[src/rtl/beam_accumulator.sv]
// Purpose: sums NUM_ELEMENTS good samples per beam point over a scan of POINTS points.
// Latency: beam_valid/beam_value/point_index register one cycle after the final sample of a point.
// Backpressure: none; every sample_good cycle in ACCUM is accepted, and dropping start aborts the scan.
module beam_accumulator #(
    parameter int NUM_ELEMENTS = 64,
    parameter int POINTS       = 1024,
    parameter int ACC_WIDTH    = 48
) (
    input  logic                 clk,
    input  logic                 reset,
    input  logic                 start,
    input  logic [31:0]          sample_value,
    input  logic                 sample_good,
    output logic [ACC_WIDTH-1:0] beam_value,
    output logic                 beam_valid,
    output logic [15:0]          point_index,
    output logic                 busy,
    output logic                 scan_done,
    output logic                 overflow
);

    localparam int EW = $clog2(NUM_ELEMENTS);
    localparam logic [EW-1:0] LAST_ELEM  = EW'(NUM_ELEMENTS - 1);
    localparam logic [15:0]   LAST_POINT = 16'(POINTS - 1);

    typedef enum logic [1:0] {
        IDLE  = 2'd0,
        ACCUM = 2'd1,
        DONE  = 2'd2
    } state_e;

    state_e                 state_q, state_d;
    logic [ACC_WIDTH-1:0]   acc_q, acc_d;
    logic [EW-1:0]          elem_cnt_q, elem_cnt_d;
    logic [15:0]            point_cnt_q, point_cnt_d;
    logic [ACC_WIDTH-1:0]   beam_value_q, beam_value_d;
    logic                   beam_valid_q, beam_valid_d;
    logic [15:0]            point_index_q, point_index_d;
    logic                   busy_q, busy_d;
    logic                   scan_done_q, scan_done_d;
    logic                   overflow_q, overflow_d;

    logic [ACC_WIDTH-1:0]   sample_ext;
    logic [ACC_WIDTH-1:0]   sum;
    logic                   add_ovf;

    // Sign-extend the sample, form the wrapped sum and detect signed overflow of that add
    always_comb begin
        sample_ext = {{(ACC_WIDTH-32){sample_value[31]}}, sample_value};
        sum        = acc_q + sample_ext;
        add_ovf    = (acc_q[ACC_WIDTH-1] == sample_ext[ACC_WIDTH-1]) &&
                     (sum[ACC_WIDTH-1] != acc_q[ACC_WIDTH-1]);
    end

    // Next-state and datapath update; abort on start low wins over point completion
    always_comb begin
        state_d       = state_q;
        acc_d         = acc_q;
        elem_cnt_d    = elem_cnt_q;
        point_cnt_d   = point_cnt_q;
        beam_value_d  = beam_value_q;
        beam_valid_d  = 1'b0;
        point_index_d = point_index_q;
        overflow_d    = overflow_q;

        case (state_q)
            IDLE: begin
                if (start) begin
                    state_d     = ACCUM;
                    acc_d       = '0;
                    elem_cnt_d  = '0;
                    point_cnt_d = '0;
                    overflow_d  = 1'b0;
                end
            end
            ACCUM: begin
                if (!start) begin
                    state_d    = IDLE;
                    acc_d      = '0;
                    elem_cnt_d = '0;
                end else if (sample_good) begin
                    overflow_d = overflow_q | add_ovf;
                    if (elem_cnt_q == LAST_ELEM) begin
                        beam_value_d  = sum;
                        beam_valid_d  = 1'b1;
                        point_index_d = point_cnt_q;
                        acc_d         = '0;
                        elem_cnt_d    = '0;
                        point_cnt_d   = point_cnt_q + 16'd1;
                        if (point_cnt_q == LAST_POINT) begin
                            state_d = DONE;
                        end
                    end else begin
                        acc_d      = sum;
                        elem_cnt_d = elem_cnt_q + EW'(1);
                    end
                end
            end
            DONE: begin
                if (!start) begin
                    state_d = IDLE;
                end
            end
            default: begin
                state_d = IDLE;
            end
        endcase

        busy_d      = (state_d == ACCUM);
        scan_done_d = (state_d == DONE);
    end

    // State and output registers with synchronous reset
    always_ff @(posedge clk) begin
        if (reset) begin
            state_q       <= IDLE;
            acc_q         <= '0;
            elem_cnt_q    <= '0;
            point_cnt_q   <= '0;
            beam_value_q  <= '0;
            beam_valid_q  <= 1'b0;
            point_index_q <= '0;
            busy_q        <= 1'b0;
            scan_done_q   <= 1'b0;
            overflow_q    <= 1'b0;
        end else begin
            state_q       <= state_d;
            acc_q         <= acc_d;
            elem_cnt_q    <= elem_cnt_d;
            point_cnt_q   <= point_cnt_d;
            beam_value_q  <= beam_value_d;
            beam_valid_q  <= beam_valid_d;
            point_index_q <= point_index_d;
            busy_q        <= busy_d;
            scan_done_q   <= scan_done_d;
            overflow_q    <= overflow_d;
        end
    end

    assign beam_value  = beam_value_q;
    assign beam_valid  = beam_valid_q;
    assign point_index = point_index_q;
    assign busy        = busy_q;
    assign scan_done   = scan_done_q;
    assign overflow    = overflow_q;

endmodule

[config.mk]
export PLATFORM = sky130hd
export DESIGN_NAME = beam_accumulator
export DESIGN_NICKNAME = d
export VERILOG_FILES = /design/src/rtl/beam_accumulator.sv
export SDC_FILE = /design/constraint.sdc
export NUM_CORES = 1
export LEC_CHECK = 0
export BUFFER_PORTS_ARGS = -buffer_cell sky130_fd_sc_hd__buf_4
export CELL_PAD_IN_SITES_DETAIL_PLACEMENT = 1
export CELL_PAD_IN_SITES_GLOBAL_PLACEMENT = 2
export CORE_MARGIN = 3
export CORE_UTILIZATION = 37
export DETAILED_ROUTE_END_ITERATION = 16
export PLACE_DENSITY = 0.83
export SYNTH_ARGS = -nofsm -noshare
export SYNTH_HDL_FRONTEND = slang
export SYNTH_SLANG_ARGS = --single-unit
[constraint.sdc]
create_clock -name clk -period 8.9 [get_ports clk]
set_input_delay 0.89 -clock clk [delete_from_list [all_inputs] [get_ports clk]]
set_output_delay 0.89 -clock clk [all_outputs]
set_load 0.005 [all_outputs]
=== Word level (Yosys, flattened, before mapping) ===
Index checks and enable logic that the tools add are counted.

* $add $sub $neg: 3
* Equality and inequality tests: 13
* Muxes and demuxes: 27
* Bitwise logic cells: 4
* Reduce and logical (&&, ||, !) cells: 8

{| class="wikitable"
|+ Operators by type and width
! cell !! number
|-
| 48-bit 2-to-1 mux || 4
|-
| 48-bit case mux with 2 select lines || 1
|-
| 16-bit 2-to-1 mux || 4
|-
| 48-bit adder || 1
|-
| 16-bit case mux with 2 select lines || 1
|-
| 6-bit 2-to-1 mux || 4
|-
| 16-bit by 1-bit adder with 16-bit output (second input constant) || 1
|-
| 16-bit by 10-bit == test with 1-bit output (second input constant) || 1
|-
| 2-bit 2-to-1 mux || 6
|-
| 6-bit case mux with 2 select lines || 1
|-
| 2-bit != test (second input constant) || 4
|-
| 4-bit AND reduction || 2
|-
| 6-bit by 1-bit adder with 6-bit output (second input constant) || 1
|-
| 6-bit == test (second input constant) || 1
|-
| 2-bit case mux with 3 select lines || 1
|-
| 5-bit AND reduction || 1
|-
| 2-bit by 1-bit == test with 1-bit output (second input constant) || 2
|-
| 2-bit == test (second input constant) || 2
|-
| 1-bit 2-to-1 mux || 4
|-
| 4-bit OR reduction || 1
|-
| 3-bit != test (second input constant) || 1
|-
| 1-bit NOT || 3
|-
| 3-bit AND reduction || 1
|-
| 2-bit zero test || 1
|-
| other kinds (6) || 6
|}

* Register bits after elaboration: 140
* Word-level logic and storage cells: 65

=== Depth between registers and ports, before layout ===
Gate-level depths: netlist of the first run.

* Depth after elaboration: 7
* Mapped depth: 13
* Gate-level depth less buffers: 13

=== Worst setup path after synthesis of the first run ===
Ideal clock, no wire load.

* Path kind: input -> register
* Start: in sample_value[0]
* End: reg acc_q[46]
* Library setup time: 0.117 ns
* Data arrival time: 3.289 ns
* Data required time: 8.783 ns
* Slack: 5.494 ns
* Stages: 13
* Cell sequence: ha_1 inv_1 fa_1 nor2b_1 o31a_1 o31ai_1 a211oi_2 o21ai_2 a21oi_1 o21ai_1 a2111oi_1 o21ai_0 a32o_1

* Word-level cells in the longest chain between the ends: 5

{| class="wikitable"
|+ Ends and longest elaborated chain
! item !! RTL line !! source
|-
| start, declared || 12 || <nowiki>input logic [31:0] sample_value,</nowiki>
|-
| 48-bit adder || 50 || <nowiki>sum = acc_q + sample_ext;</nowiki>
|-
| 48-bit 2-to-1 mux || 83 || <nowiki>if (elem_cnt_q == LAST_ELEM) begin</nowiki>
|-
| 48-bit 2-to-1 mux || 81 || <nowiki>end else if (sample_good) begin</nowiki>
|-
| 48-bit 2-to-1 mux || 77 || <nowiki>if (!start) begin</nowiki>
|-
| 48-bit case mux with 2 select lines || 66 || <nowiki>case (state_q)</nowiki>
|-
| end signal, assigned || 117 || <nowiki>acc_q <= '0;</nowiki>
|-
| end signal, assigned || 128 || <nowiki>acc_q <= acc_d;</nowiki>
|-
| end, declared || 33 || <nowiki>logic [ACC_WIDTH-1:0] acc_q, acc_d;</nowiki>
|}

Every way passes these cells. The select of a mux whose other input is x is not followed.
A chain may end at the register's enable or synchronous reset.

=== Worst setup path after layout of the first run ===
Same ends and word-level chain as after synthesis.

==> results of run 1 <==
==> final cells by class <==
cell class              instances  area share, %
inverters                      14          0.570
well taps                     270           3.66
clock inverters                15           1.90
clock buffers                  17           4.61
repair buffers                109           8.88
flip-flops and latches        140           30.4
multi-input cells             731           50.0
==> how the worst max path moves through the flow <==
stage	from	to	slack, ns
5_1_grt	sample_value[0]	acc_q[46]	5.00
2_1_floorplan	sample_value[0]	acc_q[46]	5.49
3_5_place_dp	sample_value[0]	acc_q[46]	4.83
4_1_cts	sample_value[0]	acc_q[46]	5.28
3_3_place_gp	sample_value[0]	acc_q[46]	4.93
6_report	sample_value[0]	acc_q[46]	5.30
==> cells in the final DEF, fill, tap and decap left out, types with 4 or more instances in the layout <==
| cell type | synthesis | routed |
|---|---|---|
| sky130_fd_sc_hd__or3_1 | 7 | 7 |
| sky130_fd_sc_hd__nor3_1 | 15 | 14 |
| sky130_fd_sc_hd__buf_4 | 4 | 109 |
| sky130_fd_sc_hd__ha_1 | 49 | 49 |
| sky130_fd_sc_hd__o21a_1 | 7 | 7 |
| sky130_fd_sc_hd__a22o_1 | 18 | 18 |
| sky130_fd_sc_hd__a211oi_1 | 11 | 11 |
| sky130_fd_sc_hd__nand3b_1 | 5 | 5 |
| sky130_fd_sc_hd__clkbuf_16 | 0 | 17 |
| sky130_fd_sc_hd__o21ai_0 | 26 | 26 |
| sky130_fd_sc_hd__a31oi_1 | 7 | 7 |
| sky130_fd_sc_hd__inv_6 | 0 | 6 |
| sky130_fd_sc_hd__nor2_1 | 78 | 76 |
| sky130_fd_sc_hd__xnor2_1 | 27 | 27 |
| sky130_fd_sc_hd__nand4_1 | 21 | 21 |
| sky130_fd_sc_hd__a21oi_1 | 109 | 109 |
| sky130_fd_sc_hd__o21bai_1 | 8 | 8 |
| sky130_fd_sc_hd__xor2_1 | 28 | 28 |
| sky130_fd_sc_hd__a22oi_1 | 21 | 21 |
| sky130_fd_sc_hd__or2_2 | 4 | 4 |
| sky130_fd_sc_hd__dfxtp_1 | 140 | 140 |
| sky130_fd_sc_hd__a211o_1 | 6 | 6 |
| sky130_fd_sc_hd__o21ai_1 | 5 | 5 |
| sky130_fd_sc_hd__nand2b_1 | 7 | 7 |
| sky130_fd_sc_hd__nor2b_1 | 5 | 5 |
| sky130_fd_sc_hd__and2_1 | 7 | 7 |
| sky130_fd_sc_hd__nand3_1 | 15 | 15 |
| sky130_fd_sc_hd__nand2_1 | 152 | 152 |
| sky130_fd_sc_hd__a21o_1 | 36 | 36 |
| sky130_fd_sc_hd__and3_1 | 7 | 7 |
| sky130_fd_sc_hd__inv_1 | 14 | 14 |
==> metrics by stage <==
step	instance area [um2]	util [%]
after floorplan	7680	-
after global placement	8620	42.5
after detailed placement	8620	42.5
after CTS	9220	45.4
after global routing	9220	45.4
final	9220	45.4
==> flip-flops by register name, summed over array words and instances, names as in the netlist <==
signal / flops
acc_q: 48
beam_valid: 1
beam_value: 48
busy: 1
elem_cnt_q: 6
overflow: 1
point_cnt_q: 16
point_index: 16
scan_done: 1
state_q: 2
==> cells by family after synthesis <==
kind of cell / synth area share [%]
AND/OR/NAND/NOR: 20.3
AO/OA/AOI/OAI: 24.7
adder cells (fa/ha/maj): 8.25
buffers and inverters: 3.70
flip-flops: 36.5
multiplexers: 0.130
XOR/XNOR: 6.49
==> worst max-delay path: stages <==
cell and delay [ns]:
sky130_fd_sc_hd__buf_4 0.11, sky130_fd_sc_hd__ha_1 0.22, sky130_fd_sc_hd__inv_1 0.08, sky130_fd_sc_hd__fa_1 0.20
sky130_fd_sc_hd__nor2b_1 0.07, sky130_fd_sc_hd__o31a_1 0.27, sky130_fd_sc_hd__o31ai_1 0.53, sky130_fd_sc_hd__a211oi_2 0.20
sky130_fd_sc_hd__o21ai_2 0.23, sky130_fd_sc_hd__a21oi_1 0.11, sky130_fd_sc_hd__o21ai_1 0.23, sky130_fd_sc_hd__a2111oi_1 0.15
sky130_fd_sc_hd__or3_1 0.37, sky130_fd_sc_hd__a32o_1 0.27
==> layer usage <==
metal	GRT usage [%]	up-vias	wire length, um
li1	-	3492	-
met1	26.7	3391	10700
met2	32.1	81	10200
met3	3.09	14	532
met4	4.30	0	160
met5	0	-	0
==> power by group <==
group	internal (mW)	switching [mW]	total, mW
Combinational	0.0517	0.0878	0.139
Sequential	0.631	0.00304	0.634
Clock	0.423	0.311	0.733
==> summary.json, run 1 <==
{
  "run_status": {"value": "finished, final reports clean"},
  "grt_start_max_net_pins": {"value": 58},
  "core_area": {"value": 20300, "unit": "um2"},
  "worst_pin_slew": {"value": 1.14, "unit": "ns"},
  "clock_skew": {"value": 0.00947, "unit": "ns"},
  "clk_tree_root_cell": {"value": "sky130_fd_sc_hd__clkbuf_16"},
  "report.final.setup_viol": {"value": 0},
  "routabilityCongestion": {"value": 0.830},
  "areaGrowthSynthToFinish": {"value": 20.1, "unit": "%"},
  "maxSlewHeadroom": {"value": 24.1, "unit": "%"},
  "synth-edff-count": {"value": 0},
  "num_vias": {"value": 6978},
  "clkLatencyLatePin": {"value": 0.42, "unit": "ns"},
  "post_synth_inst_count": {"value": 938},
  "finish.net_count": {"value": 1099},
  "mappedNetlistArea": {"value": 7680, "unit": "um2"},
  "dpl_hpwl": {"value": 15.7, "unit": "mm"},
  "timing.setup.critical_path_class": {"value": "in2reg"},
  "final_period_minus_worst_setup_slack": {"value": 3.60, "unit": "ns"},
  "via_count_of_the_first_global_routing_pass": {"value": 7051},
  "initial_antenna_violation_count": {"value": 0},
  "die_y": {"value": 150, "unit": "um"},
  "cts-htree-levels": {"value": 4},
  "share_of_synthesized_flip_flops_with_an_asynchronous_set_or_reset": {"value": 0, "unit": "%"},
  "numPlacedInstances": {"value": 1264},
  "synth_top_cells_by_area": {"value": "sky130_fd_sc_hd__dfxtp_1, sky130_fd_sc_hd__ha_1, sky130_fd_sc_hd__nand2_1"},
  "wl_per_cell": {"value": 16.7, "unit": "um"},
  "dr.pass1.iters": {"value": 5},
  "clkSlewWorstSetupHoldPaths": {"value": 0.07, "unit": "ns"},
  "critPathCaptureType": {"value": "flip-flop"},
  "drtAntennaViolNets": {"value": 0},
  "worstPathMaxFanout": {"value": 4},
  "report.final.hold_viol_count": {"value": 0},
  "post-place-ws": {"value": 4.83, "unit": "ns"},
  "post-route-period-util": {"value": 40.4, "unit": "%"},
  "yosysSeqAreaShare": {"value": 36.5, "unit": "%"},
  "synthTopCellsByCount": {"value": "sky130_fd_sc_hd__nand2_1, sky130_fd_sc_hd__dfxtp_1, sky130_fd_sc_hd__a21oi_1, sky130_fd_sc_hd__nor2_1, sky130_fd_sc_hd__ha_1"},
  "report.power.total": {"value": 1.51, "unit": "mW"},
  "grtUsageTotal": {"value": 19.4, "unit": "%"},
  "synth_largest_area_cell": {"value": "sky130_fd_sc_hd__dfxtp_1"},
  "yosys_warnings": {"value": 0},
  "fraction_of_final_layout_cells_sized_beyond_drive_strength_1": {"value": 16.0, "unit": "%"},
  "timing.setup.tns": {"value": 0, "unit": "ns"},
  "multi_input_comb_area": {"value": 4610, "unit": "um2"},
  "postLayoutSetupSlackWorst": {"value": 5.30, "unit": "ns"},
  "dominantRegCellSynth": {"value": "sky130_fd_sc_hd__dfxtp_1"},
  "cts.repair.resized": {"value": 0},
  "cts.repair_timing.setup_buffer_count": {"value": 0},
  "leak": {"value": 3.95, "unit": "nW"},
  "instances_no_fill": {"value": 1296},
  "grt_pass1_wl": {"value": 35.6, "unit": "mm"},
  "reg2reg_from": {"value": "acc_q[0]"},
  "powerDensity": {"value": 163, "unit": "nW/um2"},
  "synth.most_common_cell": {"value": "sky130_fd_sc_hd__nand2_1"},
  "crit_required": {"value": 9.21, "unit": "ns"},
  "cap_viol_max_count": {"value": 0},
  "vdd_drop_max": {"value": 0.000134, "unit": "V"},
  "clock_tree_from_tritoncts": {"value": "yes"},
  "tritoncts_num_sinks": {"value": 140},
  "cts-hold-fix-buffers": {"value": 0},
  "synthesis.nets": {"value": 1024},
  "hold_class": {"value": "reg2reg"},
  "postSynthRegisterBits": {"value": 140},
  "clock_path_buffers": {"value": 2},
  "die_width": {"value": 150, "unit": "um"},
  "initial_core_util": {"value": 37.8, "unit": "%"},
  "achievable-frequency": {"value": 0.278, "unit": "GHz"},
  "report.final.slew_viol_count": {"value": 0},
  "worst_r2r_endpoint": {"value": "acc_q[46]"},
  "yosysUniqueCellTypes": {"value": 64},
  "pin_count": {"value": 104},
  "num_rows": {"value": 52},
  "avgSynthCellArea": {"value": 8.19, "unit": "um2"},
  "synth_largest_type_area_fraction": {"value": 36.5, "unit": "%"},
  "design.die.area": {"value": 22500, "unit": "um2"},
  "total_of_buffers_placed_on_input_and_output_ports": {"value": 103},
  "arrival_time_worst_endpoint": {"value": 3.91, "unit": "ns"},
  "min_path_cells": {"value": 2},
  "cts_buffers": {"value": 17},
  "hold_slack": {"value": 0.455, "unit": "ns"},
  "insertedDiodeCount": {"value": 0},
  "layout.filler_cells": {"value": 2493},
  "r2r.worst_path.cells": {"value": 13},
  "drc": {"value": 0},
  "hold_start": {"value": "beam_value[40]"},
  "setup.worst_path.start_class": {"value": "primary input"},
  "reg2reg_setup_slack": {"value": 5.52, "unit": "ns"},
  "globalRouteOverflowTotal": {"value": 0},
  "wirelength_routed": {"value": 21.7, "unit": "mm"},
  "mean_number_of_vias_per_cell": {"value": 5.38},
  "sequential_area": {"value": 2800, "unit": "um2"},
  "min_delay_worst_endpoint": {"value": "beam_value[40]"},
  "grt_setup_unrepaired": {"value": "no"},
  "detailedRoute.firstIterationViolations": {"value": 404}
}
No activity file was read; power rests on OpenSTA's default activity.
==> inputs of run 2 (changes only) <==
--- a/config.mk
+++ b/config.mk
@@ -5,13 +5,14 @@
 export SDC_FILE = /design/constraint.sdc
 export NUM_CORES = 1
 export LEC_CHECK = 0
+export ABC_AREA = 1
 export BUFFER_PORTS_ARGS = -buffer_cell sky130_fd_sc_hd__buf_4
 export CELL_PAD_IN_SITES_DETAIL_PLACEMENT = 1
 export CELL_PAD_IN_SITES_GLOBAL_PLACEMENT = 2
 export CORE_MARGIN = 3
-export CORE_UTILIZATION = 37
+export CORE_UTILIZATION = 28
 export DETAILED_ROUTE_END_ITERATION = 16
-export PLACE_DENSITY = 0.83
+export PLACE_DENSITY = 0.74
 export SYNTH_ARGS = -nofsm -noshare
 export SYNTH_HDL_FRONTEND = slang
 export SYNTH_SLANG_ARGS = --single-unit
==> constraint.sdc (replaced) <==
create_clock -name clk -period 3.2 [get_ports clk]
set_input_delay 0.32 -clock clk [delete_from_list [all_inputs] [get_ports clk]]
set_output_delay 0.32 -clock clk [all_outputs]
set_load 0.005 [all_outputs]
==> run 2 against run 1 <==
Net effect:
- first-iteration DRC count is 15% higher
- global-route usage is 1.2 points higher
- clock skew is 0.0025 ns higher
- register-to-register slack worse by 5.1 ns
- sequential share of layout area is 5.6 points lower
- power grew to 2.8 times the previous value
- worst hold slack worse by 0.22 ns
- critical endpoint is now acc_q[47]
- largest power group unchanged
==> summary.json, run 2 <==
{
  "critPathCaptureType": {"value": "flip-flop", "change": "unchanged"},
  "report.final.hold_viol_count": {"value": 0, "change": "unchanged"},
  "multi_input_comb_area": {"value": 5430, "unit": "um2", "change": "was 4610 um2"},
  "report.final.setup_viol": {"value": 0, "change": "unchanged"},
  "yosysUniqueCellTypes": {"value": 37, "change": "was 64"},
  "cts.repair_timing.setup_buffer_count": {"value": 0, "change": "unchanged"},
  "cts-hold-fix-buffers": {"value": 0, "change": "unchanged"},
  "clk_tree_root_cell": {"value": "sky130_fd_sc_hd__clkbuf_16", "change": "unchanged"},
  "cts.repair.resized": {"value": 0, "change": "unchanged"},
  "drc": {"value": 0, "change": "unchanged"},
  "die_width": {"value": 190, "unit": "um", "change": "was 150 um"},
  "instances_no_fill": {"value": 2149, "change": "was 1296"},
  "crit_required": {"value": 3.57, "unit": "ns", "change": "was 9.21 ns"},
  "mean_number_of_vias_per_cell": {"value": 4.65, "change": "was 5.38"},
  "num_rows": {"value": 66, "change": "was 52"},
  "dr.pass1.iters": {"value": 4, "change": "was 5"},
  "globalRouteOverflowTotal": {"value": 0, "change": "unchanged"},
  "timing.setup.tns": {"value": 0, "unit": "ns", "change": "unchanged"},
  "cap_viol_max_count": {"value": 0, "change": "unchanged"},
  "post_synth_inst_count": {"value": 1603, "change": "was 938"},
  "core_area": {"value": 32900, "unit": "um2", "change": "was 20300 um2"},
  "initial_core_util": {"value": 28.8, "unit": "%", "change": "was 37.8%"},
  "post_synth_and_or_nand_nor_area_fraction": {"value": 37.4, "unit": "%", "change": "was 20.3%"},
  "areaGrowthSynthToFinish": {"value": 19.0, "unit": "%", "change": "was 20.1%"},
  "placedInstanceArea": {"value": 10700, "unit": "um2", "change": "was 8620 um2"},
  "num_vias": {"value": 9992, "change": "was 6978"},
  "main_combinational_cell_family_by_area_after_synthesis": {"value": "simple AND/OR/NAND/NOR gates", "change": "was compound AO/OA/AOI/OAI gates"},
  "setup.worst_path.start_class": {"value": "flip-flop", "change": "was primary input"},
  "synth-edff-count": {"value": 0, "change": "unchanged"},
  "yosysSeqAreaShare": {"value": 29.6, "unit": "%", "change": "was 36.5%"},
  "post-route-period-util": {"value": 87.5, "unit": "%"},
  "final_period_minus_worst_setup_slack": {"value": 2.80, "unit": "ns"},
  "final_common_cell": {"value": "sky130_fd_sc_hd__nand2_1", "change": "unchanged"},
  "routabilityCongestion": {"value": 0.863, "change": "was 0.830"},
  "cts-htree-levels": {"value": 4, "change": "unchanged"},
  "cts_buffers": {"value": 17, "change": "unchanged"},
  "clock_tree_from_tritoncts": {"value": "yes", "change": "unchanged"},
  "grt_start_max_net_pins": {"value": 104, "change": "was 58"},
  "sequential_area": {"value": 2800, "unit": "um2", "change": "unchanged"},
  "clkSlewWorstSetupHoldPaths": {"value": 0.06, "unit": "ns", "change": "was 0.07 ns"},
  "post_synth_xor_area_fraction": {"value": 1.85, "unit": "%", "change": "was 6.49%"},
  "worstPathMaxFanout": {"value": 5, "change": "was 4"},
  "timing.critical_path.buf_inv": {"value": 1, "change": "was 2"},
  "grt_pass1_wl": {"value": 57.4, "unit": "mm", "change": "was 35.6 mm"},
  "finish.net_count": {"value": 1780, "change": "was 1099"},
  "cp_top_family": {"value": "simple AND/OR/NAND/NOR gates", "change": "was compound AO/OA/AOI/OAI gates"},
  "dpl_hpwl": {"value": 28.9, "unit": "mm", "change": "was 15.7 mm"},
  "insertedDiodeCount": {"value": 0, "change": "unchanged"},
  "share_of_synthesized_flip_flops_with_an_asynchronous_set_or_reset": {"value": 0, "unit": "%", "change": "unchanged"},
  "run_status": {"value": "finished, final reports clean", "change": "unchanged"},
  "synthesis.nets": {"value": 1689, "change": "was 1024"},
  "yosys_warnings": {"value": 0, "change": "unchanged"},
  "drtAntennaViolNets": {"value": 0, "change": "unchanged"},
  "clock_path_buffers": {"value": 2, "change": "unchanged"},
  "synth.most_common_cell": {"value": "sky130_fd_sc_hd__nand2_1", "change": "unchanged"},
  "synth.area.mux_share": {"value": 0, "unit": "%", "change": "was 0.130%"},
  "total_of_buffers_placed_on_input_and_output_ports": {"value": 103, "change": "unchanged"},
  "synth-compound-area-share": {"value": 11.3, "unit": "%", "change": "was 24.7%"},
  "tritoncts_num_sinks": {"value": 140, "change": "unchanged"},
  "grtUsageTotal": {"value": 20.6, "unit": "%", "change": "was 19.4%"},
  "powerDensity": {"value": 378, "unit": "nW/um2", "change": "was 163 nW/um2"},
  "fraction_of_final_layout_cells_sized_beyond_drive_strength_1": {"value": 9.26, "unit": "%", "change": "was 16.0%"},
  "maxSlewHeadroom": {"value": 27.5, "unit": "%", "change": "was 24.1%"},
  "detailedRoute.firstIterationViolations": {"value": 465, "change": "was 404"},
  "synth_fa_ha_area_share": {"value": 6.68, "unit": "%", "change": "was 8.25%"},
  "layout.filler_cells": {"value": 4359, "change": "was 2493"},
  "utilization": {"value": 34.2, "unit": "%", "change": "was 45.4%"},
  "report.power.total": {"value": 4.26, "unit": "mW", "change": "was 1.51 mW"},
  "arrival_time_worst_endpoint": {"value": 3.17, "unit": "ns", "change": "was 3.91 ns"},
  "critPathMaxStageDelay": {"value": 0.50, "unit": "ns", "change": "was 0.53 ns"},
  "critPathMostFrequentCell": {"value": "sky130_fd_sc_hd__nand2_1"},
  "final_cell_mix": {"value": "sky130_fd_sc_hd__nand2_1, sky130_fd_sc_hd__inv_1, sky130_fd_sc_hd__nor2_1", "change": "was sky130_fd_sc_hd__nand2_1, sky130_fd_sc_hd__dfxtp_1, sky130_fd_sc_hd__a21oi_1, sky130_fd_sc_hd__buf_4, sky130_fd_sc_hd__nor2_1"},
  "timing.setup.critical_path_class": {"value": "reg2reg", "change": "was in2reg"},
  "synth_largest_area_cell": {"value": "sky130_fd_sc_hd__dfxtp_1", "change": "unchanged"},
  "dominantRegCellSynth": {"value": "sky130_fd_sc_hd__dfxtp_1", "change": "unchanged"},
  "grt_setup_unrepaired": {"value": "no", "change": "unchanged"},
  "synthTopCellsByCount": {"value": "sky130_fd_sc_hd__nand2_1, sky130_fd_sc_hd__inv_1, sky130_fd_sc_hd__nor2_1, sky130_fd_sc_hd__dfxtp_1, sky130_fd_sc_hd__a21oi_1", "change": "was sky130_fd_sc_hd__nand2_1, sky130_fd_sc_hd__dfxtp_1, sky130_fd_sc_hd__a21oi_1, sky130_fd_sc_hd__nor2_1, sky130_fd_sc_hd__ha_1"},
  "finish.instance_area": {"value": 11300, "unit": "um2", "change": "was 9220 um2"},
  "achievable-frequency": {"value": 0.357, "unit": "GHz"},
  "wl_per_cell": {"value": 17.0, "unit": "um", "change": "was 16.7 um"},
  "numPlacedInstances": {"value": 2117, "change": "was 1264"},
  "leak": {"value": 5.98, "unit": "nW", "change": "was 3.95 nW"},
  "hold_class": {"value": "in2reg", "change": "was reg2reg"},
  "die_y": {"value": 190, "unit": "um", "change": "was 150 um"},
  "path_cells": {"value": "ha_1 > nand2_1 > nor2_1 > inv_1 > nor2_1 > nand2_1 > nand2_1 > nand2_1 > nand3_1 > nand2_1 > nand2_1 > nand2_1 > a21oi_1", "change": "was buf_4 > ha_1 > inv_1 > fa_1 > nor2b_1 > o31a_1 > o31ai_1 > a211oi_2 > o21ai_2 > a21oi_1 > o21ai_1 > a2111oi_1 > or3_1 > a32o_1"},
  "synth_top_cells_by_area": {"value": "sky130_fd_sc_hd__dfxtp_1, sky130_fd_sc_hd__nand2_1, sky130_fd_sc_hd__inv_1", "change": "was sky130_fd_sc_hd__dfxtp_1, sky130_fd_sc_hd__ha_1, sky130_fd_sc_hd__nand2_1"},
  "initial_antenna_violation_count": {"value": 0, "change": "unchanged"},
  "clkLatencyLatePin": {"value": 0.44, "unit": "ns", "change": "was 0.42 ns"},
  "postSynthRegisterBits": {"value": 140, "change": "unchanged"},
  "synth_largest_type_area_fraction": {"value": 29.6, "unit": "%", "change": "was 36.5%"},
  "cpMaxStageDelayCell": {"value": "sky130_fd_sc_hd__ha_1", "change": "was sky130_fd_sc_hd__o31ai_1"},
  "report.final.slew_viol_count": {"value": 0, "change": "unchanged"},
  "pin_count": {"value": 104, "change": "unchanged"},
  "wirelength_routed": {"value": 36.6, "unit": "mm", "change": "was 21.7 mm"},
  "vdd_drop_max": {"value": 0.000371, "unit": "V", "change": "was 0.000134 V"},
  "clock_skew": {"value": 0.0119, "unit": "ns", "change": "was 0.00947 ns"},
  "via_count_of_the_first_global_routing_pass": {"value": 10300, "change": "was 7051"},
  "worst_pin_slew": {"value": 1.09, "unit": "ns", "change": "was 1.14 ns"},
  "design.die.area": {"value": 36100, "unit": "um2", "change": "was 22500 um2"},
  "mappedNetlistArea": {"value": 9480, "unit": "um2", "change": "was 7680 um2"},
  "avgSynthCellArea": {"value": 5.91, "unit": "um2", "change": "was 8.19 um2"}
}
## run 2: final timing paths
path / startpoint / endpoint / slack (ns) / cells past startpoint
max reg2reg: acc_q[24] / acc_q[47] / 0.40 / 13
max: acc_q[24] / acc_q[47] / 0.40 / 13
min: start / state_q[1] / 0.24 / 3
min reg2reg: elem_cnt_q[5] / elem_cnt_q[5] / 0.46 / 1
## run 2: area by class of cell
| cell class | instances | share of cell area (%) |
|---|---|---|
| Inverter | 286 | 9.51 |
| Multi-Input combinational cell | 1140 | 48.1 |
| Timing Repair Buffer | 109 | 7.47 |
| Tap cell | 442 | 4.90 |
| Clock inverter | 11 | 0.965 |
| Sequential cell | 140 | 24.8 |
| Clock buffer | 21 | 4.17 |
## run 2: logic make-up after synthesis
group | after synthesis
fa+ha+maj | 50
simple gates | 873
xor+xnor | 20
compound gates | 197
flops | 140
buf+inv | 323
## run 2: per-layer routing
layer | vias up | global-route usage (%) | wire (um)
met5 | - | 0 | 0
met4 | 0 | 4.35 | 425
met3 | 19 | 3.63 | 1200
met2 | 128 | 33.3 | 16300
met1 | 4722 | 28.6 | 18600
li1 | 5123 | - | -
## run 2: power breakdown
part           internal (mW)  switching [mW]  total [mW]
clock network           1.14           0.876        2.02
registers               1.76         0.00979        1.77
logic                  0.148           0.332       0.480
total                   3.04            1.22        4.26
## run 2: worst reg2reg max path: stages (launching register included)
cell	delay [ns]
sky130_fd_sc_hd__dfxtp_1	0.39
sky130_fd_sc_hd__ha_1	0.50
sky130_fd_sc_hd__nand2_1	0.17
sky130_fd_sc_hd__nor2_1	0.11
sky130_fd_sc_hd__inv_1	0.13
sky130_fd_sc_hd__nor2_1	0.48
sky130_fd_sc_hd__nand2_1	0.20
sky130_fd_sc_hd__nand2_1	0.18
sky130_fd_sc_hd__nand2_1	0.11
sky130_fd_sc_hd__nand3_1	0.10
sky130_fd_sc_hd__nand2_1	0.06
sky130_fd_sc_hd__nand2_1	0.11
sky130_fd_sc_hd__nand2_1	0.06
sky130_fd_sc_hd__a21oi_1	0.13
## run 2: metrics by stage
step / hold slack (ns) / setup WS [ns]
6_report: 0.237 / 0.399
5_1_grt: 0.250 / 0.243
3_3_place_gp: 0.441 / 0.355
3_5_place_dp: 0.455 / 0.367
4_1_cts: 0.213 / 0.402
2_1_floorplan: 0.427 / 1.22
